===== config.mk =====
export PLATFORM = sky130hd
export DESIGN_NAME = screen_mode_ctrl
export DESIGN_NICKNAME = d
export VERILOG_FILES = /design/src/rtl/screen_pkg.sv /design/src/rtl/frame_timer.sv /design/src/rtl/screen_mode_ctrl.sv
export SDC_FILE = /design/constraint.sdc
export NUM_CORES = 1
export LEC_CHECK = 0
export BUFFER_PORTS_ARGS = -buffer_cell sky130_fd_sc_hd__buf_2
export CORE_UTILIZATION = 40
export DETAILED_ROUTE_END_ITERATION = 7
export PLACE_DENSITY = 0.61
export REMOVE_ABC_BUFFERS = 1
export SLEW_MARGIN = 20
export SYNTH_ARGS = -nofsm -noshare
export SYNTH_HDL_FRONTEND = slang
export SYNTH_SLANG_ARGS = --single-unit

===== constraint.sdc =====
create_clock -name clk -period 5.18 [get_ports clk]
set_input_delay 0.518 -clock clk [delete_from_list [all_inputs] [get_ports clk]]
set_output_delay 0.518 -clock clk [all_outputs]
set_load 0.01 [all_outputs]

===== src/rtl/screen_pkg.sv =====
// Mode encodings shared by the screen sequencer and the VGA screen-select mux.
package screen_pkg;

  localparam logic [2:0] MODE_TITLE = 3'b000;
  localparam logic [2:0] MODE_GAME  = 3'b001;
  localparam logic [2:0] MODE_INBET = 3'b010;
  localparam logic [2:0] MODE_WIN   = 3'b011;
  localparam logic [2:0] MODE_GOVER = 3'b100;

  // Bits needed to hold the larger of two frame counts without wrapping.
  function automatic int timer_width(input int a, input int b);
    int m;
    m = (a > b) ? a : b;
    return $clog2(m + 1);
  endfunction

endpackage


===== src/rtl/frame_timer.sv =====
// Frame-tick counter with synchronous clear and a terminal-count compare.
module frame_timer #(
  parameter int W = 9
) (
  input  logic         clk,
  input  logic         rst,
  input  logic         clr,
  input  logic         en,
  input  logic [W-1:0] term,
  output logic [W-1:0] count,
  output logic         at_term
);

  // Saturates rather than wraps; the owner clears it on every screen entry.
  always_ff @(posedge clk) begin
    if (rst || clr) begin
      count <= '0;
    end else if (en && (count != '1)) begin
      count <= count + 1'b1;
    end
  end

  assign at_term = en && (count == term);

endmodule


===== src/rtl/screen_mode_ctrl.sv =====
// Game-flow screen sequencer; screen changes commit only on frame_tick.
// Optional build macro SCREEN_AUTO_RETURN_EN: WIN/GOVER return to TITLE after END_FRAMES frames.
module screen_mode_ctrl
  import screen_pkg::*;
#(
  parameter int INBET_FRAMES = 120,
  parameter int END_FRAMES   = 300,
  parameter int MAX_LEVEL    = 5,
  parameter int LIVES        = 3
) (
  input  logic       clk,
  input  logic       rst,
  input  logic       frame_tick,
  input  logic       start_btn,
  input  logic       wave_clear,
  input  logic       player_hit,
  output logic [2:0] mode,
  output logic [2:0] level,
  output logic [1:0] lives,
  output logic       game_run,
  output logic       level_load,
  output logic       score_clr
);

  localparam int CW = timer_width(INBET_FRAMES, END_FRAMES);

  logic          pend_valid, pend_valid_n;
  logic [2:0]    pend_mode, pend_mode_n;
  logic          start_q;
  logic          start_rise;
  logic [2:0]    mode_n, level_n;
  logic [1:0]    lives_n;
  logic          load_n, clr_n;
  logic          commit;
  logic          timer_clr, timer_en, timer_done;
  logic [CW-1:0] timer_term, timer_count;

  assign start_rise = start_btn & ~start_q;
  assign commit     = pend_valid & frame_tick;

`ifdef SCREEN_AUTO_RETURN_EN
  assign timer_en = frame_tick &&
                    ((mode == MODE_INBET) || (mode == MODE_WIN) || (mode == MODE_GOVER));
`else
  assign timer_en = frame_tick && (mode == MODE_INBET);
`endif
  assign timer_term = (mode == MODE_INBET) ? CW'(INBET_FRAMES - 1) : CW'(END_FRAMES - 1);
  assign timer_clr  = (mode_n != mode);

  frame_timer #(.W(CW)) u_timer (
    .clk     (clk),
    .rst     (rst),
    .clr     (timer_clr),
    .en      (timer_en),
    .term    (timer_term),
    .count   (timer_count),
    .at_term (timer_done)
  );

  always_comb begin
    mode_n       = mode;
    level_n      = level;
    lives_n      = lives;
    pend_valid_n = pend_valid;
    pend_mode_n  = pend_mode;
    load_n       = 1'b0;
    clr_n        = 1'b0;

    // Only the registered request commits, so an event on the tick waits a frame.
    if (commit) begin
      mode_n       = pend_mode;
      pend_valid_n = 1'b0;
      if (pend_mode == MODE_GAME) begin
        level_n = 3'd1;
        lives_n = 2'(LIVES);
        load_n  = 1'b1;
        clr_n   = 1'b1;
      end
    end

    case (mode)
      MODE_TITLE: begin
        if (!pend_valid && start_rise) begin
          pend_valid_n = 1'b1;
          pend_mode_n  = MODE_GAME;
        end
      end
      MODE_GAME: begin
        if (!pend_valid) begin
          if (player_hit && (lives <= 2'd1)) begin
            lives_n      = 2'd0;
            pend_valid_n = 1'b1;
            pend_mode_n  = MODE_GOVER;
          end else begin
            if (player_hit) lives_n = lives - 2'd1;
            if (wave_clear) begin
              pend_valid_n = 1'b1;
              pend_mode_n  = (level == 3'(MAX_LEVEL)) ? MODE_WIN : MODE_INBET;
            end
          end
        end
      end
      MODE_INBET: begin
        if (timer_done) begin
          mode_n  = MODE_GAME;
          level_n = level + 3'd1;
          load_n  = 1'b1;
        end
      end
      MODE_WIN, MODE_GOVER: begin
        if (!pend_valid && start_rise) begin
          pend_valid_n = 1'b1;
          pend_mode_n  = MODE_TITLE;
        end
`ifdef SCREEN_AUTO_RETURN_EN
        if (timer_done) begin
          mode_n       = MODE_TITLE;
          pend_valid_n = 1'b0;
        end
`endif
      end
      default: begin
        mode_n       = MODE_TITLE;
        pend_valid_n = 1'b0;
        load_n       = 1'b0;
        clr_n        = 1'b0;
      end
    endcase
  end

  // Start history resets high so a button held through reset is not an edge.
  always_ff @(posedge clk) begin
    if (rst) begin
      mode       <= MODE_TITLE;
      level      <= 3'd1;
      lives      <= 2'(LIVES);
      pend_valid <= 1'b0;
      pend_mode  <= MODE_TITLE;
      start_q    <= 1'b1;
      game_run   <= 1'b0;
      level_load <= 1'b0;
      score_clr  <= 1'b0;
    end else begin
      mode       <= mode_n;
      level      <= level_n;
      lives      <= lives_n;
      pend_valid <= pend_valid_n;
      pend_mode  <= pend_mode_n;
      start_q    <= start_btn;
      game_run   <= (mode_n == MODE_GAME) && !pend_valid_n;
      level_load <= load_n;
      score_clr  <= clr_n;
    end
  end

endmodule


==> qor.txt <==
Iter 0 DRT Violations: 63
Worst-Skew Late Latency: 0.32 ns
Share of cells above drive strength 1: 0.208
Length of the first detailed-routing pass in iterations: 4
CTS tree: done
Grt total ovfl: 0
Fin. Hold Viols: 0
CP Data Required Time: 5.40 ns
Area grow syn2layout: 7.57%
DR DRC count: 0
Worst Hold Class: in -> reg
Final min period: 1.97 ns
Antenna fix cells: 0
GRT Total Usage: 0.181
Post-Place Cells: 210
Pwr Density: 196 nW/um2
Async SR Flop Fraction: 0
Initial antenna violation count: 0
Vias in the first global route: 1089
Initial Utilization: 0.424
Post-synth EDFFs: 0
Fin Hold WS: 0.386 ns
Total number of vias: 1169
Seq/Total Area, Yosys: 0.348
Crit path DAT: 2.19 ns
Setup crit end kind: flop
Routed WL: 2.98 mm
Share of the synthesized area in the top cell type: 0.348
Hold Buf Count CTS: 0
Boundary pin count: 17
Leak: 0.000568 uW
Synth cell types: 51
Overall die area: 3840 um2
Largest cells by area after synthesis: dfxtp_1, xnor2_1, ha_1, nor2_1, nand2b_1
Clk pin slew, worst setup/hold paths: 0.14 ns
Peak VDD IR: 0.108 mV
Final period util: 0.381
Largest net degree at the start of global routing: 16
Detailed Place HPWL: 2.18 mm
DP Area: 1520 um2
Worst-path maximum fanout: 7
GP Congestion: 0.809
Synthesized area: 1440 um2
R2R cell count: 8
Clock sink total: 25
Cells after Synth: 155
Post-cts resize count: 0
First-pass GRT wire length: 5.06 mm
Root Buffer: clkbuf_4
Startpoint types: flop
Leading area contributor after synthesis: dfxtp_1
Hold depth: 2
Inserted Clock Buffers: 3
Design Area, Final: 1550 um2
Crit Path Class: reg -> reg
Total of max-cap violations: 0
Register Area: 500 um2
Drt via density: 5.46
Setup_tns: 0 ns
Num rows: 21
Fin nets: 180
Longest Clk Path Bufs: 2
Mean Syn Cell Area: 9.28 um2
Final cell count without fillers: 214
RSZ-0062 raised after global routing: false
Die Ht: 62.0 um
Finished Core Util: 0.456
Seq cells post-synth: 25
H-tree levels: 1
Area occupied by multi-input gates: 860 um2
Fmax: 0.507 GHz
Core Area: 3390 um2
Final Setup Violations: 0
Postcts setup bufs: 0
Per-cell routed wire length: 13.9 um
R2R setup slack: 3.21 ns
Port bufs: 16
Max_slew headroom: 0.480
Worst Max-Slew Pin Slew: 0.774 ns
Synth warn: 0
Ys flop type: dfxtp_1
Status: finished clean
Max Slew Vio Count: 0
DIE WIDTH: 62.0 um
Setup Skew: 0.00182 ns
Post-route antenna net violation count: 0
Layout fillers: 343
cell usage in the layout, fill, tap and decap left out, drive strengths merged, types with 2 or more instances in the layout:
| master | synthesis | routed |
|---|---|---|
| a31oi | 2 | 2 |
| dfxtp | 25 | 25 |
| o22ai | 2 | 2 |
| and3 | 2 | 2 |
| nand3b | 2 | 2 |
| clkbuf | 1 | 3 |
| nor3b | 3 | 3 |
| nor2 | 15 | 15 |
| mux2i | 4 | 4 |
| nor4 | 4 | 4 |
| nand2b | 8 | 8 |
| ha | 5 | 5 |
| a21oi | 6 | 6 |
| nand3 | 4 | 4 |
| buf | 6 | 16 |
| inv | 4 | 4 |
| or3 | 2 | 2 |
| o21a | 3 | 3 |
| o31ai | 2 | 2 |
| a211oi | 3 | 3 |
| o21ai | 6 | 6 |
| xnor2 | 8 | 8 |
| nor3 | 6 | 6 |
| nand2 | 12 | 12 |
| o41ai | 2 | 2 |
cell type report:
| type | instances | share of cell area |
|---|---|---|
| clock buffers | 3 | 0.0146 |
| clock inverters | 1 | 0.00485 |
| inverters | 5 | 0.0121 |
| multi-input cells | 118 | 0.556 |
| flip-flops and latches | 25 | 0.324 |
| well taps | 46 | 0.0372 |
| repair buffers | 16 | 0.0518 |
stage by stage:
| step | setup WS [ns] | power (uW) |
|---|---|---|
| global route | 3.07 | 319 |
| global placement | 3.25 | 215 |
| finish | 3.21 | 304 |
| CTS | 3.19 | 306 |
| detailed placement | 3.21 | 216 |
| floorplan | 3.41 | 208 |
worst max-delay path: stages, from the launching register on:
cell and delay [ns]:
dfxtp_1 0.37, ha_1 0.24, nand2_1 0.21, nor3_1 0.08
ha_1 0.28, nand3b_1 0.22, nor4_2 0.26, xnor2_1 0.16
nor2_1 0.05
routing by layer:
metal  vias to the layer above  global-route usage  wire (um)
met1                       560               0.228       1370
met4                         0              0.0571         26
li1                        588                   -          -
met2                        17               0.313       1520
met5                         -                   0          0
met3                         4              0.0311         61
cells in the mapped netlist (2+ instances only):
| master | count |
|---|---|
| dfxtp_1 | 25 |
| nor2_1 | 15 |
| nand2_1 | 12 |
| nand2b_1 | 8 |
| xnor2_1 | 8 |
| nor3_1 | 6 |
| ha_1 | 5 |
| o21ai_0 | 5 |
| a21oi_1 | 4 |
| buf_6 | 4 |
| mux2i_1 | 4 |
| nand3_1 | 4 |
| a211oi_1 | 3 |
| inv_1 | 3 |
| o21a_1 | 3 |
| a21oi_2 | 2 |
| a31oi_1 | 2 |
| and3_1 | 2 |
| buf_2 | 2 |
| nand3b_1 | 2 |
| nor3b_1 | 2 |
| nor4_1 | 2 |
| o22ai_1 | 2 |
| o31ai_1 | 2 |
| or3_1 | 2 |
cells by family after synthesis:
logic type      count (synthesis)  synth area share
flops                          25             0.348
xor+xnor                        8            0.0487
fa+ha+maj                       5            0.0435
buf+inv                        12            0.0539
simple gates                   67             0.286
compound gates                 33             0.184
mux                             5            0.0357
path summary, 6_finish.rpt:
check / start / endpoint
setup / recovery: u_timer.count[0] / u_timer.count[7]
hold / removal: start_btn / start_q
setup reg to reg: u_timer.count[0] / u_timer.count[7]
hold reg to reg: pend_mode[0] / pend_mode[0]
power breakdown:
part / internal, uW / leakage, uW / switching, uW
clock: 29.5 / 0.0000139 / 62.4
sequential: 194 / 0.000202 / 1.71
combinational: 6.47 / 0.000352 / 9.74
flip-flops by register name, summed over array words and instances, names as in the netlist:
register       flops
start_q            1
pend_mode          3
score_clr          1
u_timer.count      9
game_run           1
mode               3
lives              2
level_load         1
level              3
pend_valid         1
No activity file was read; power rests on OpenSTA's default activity.
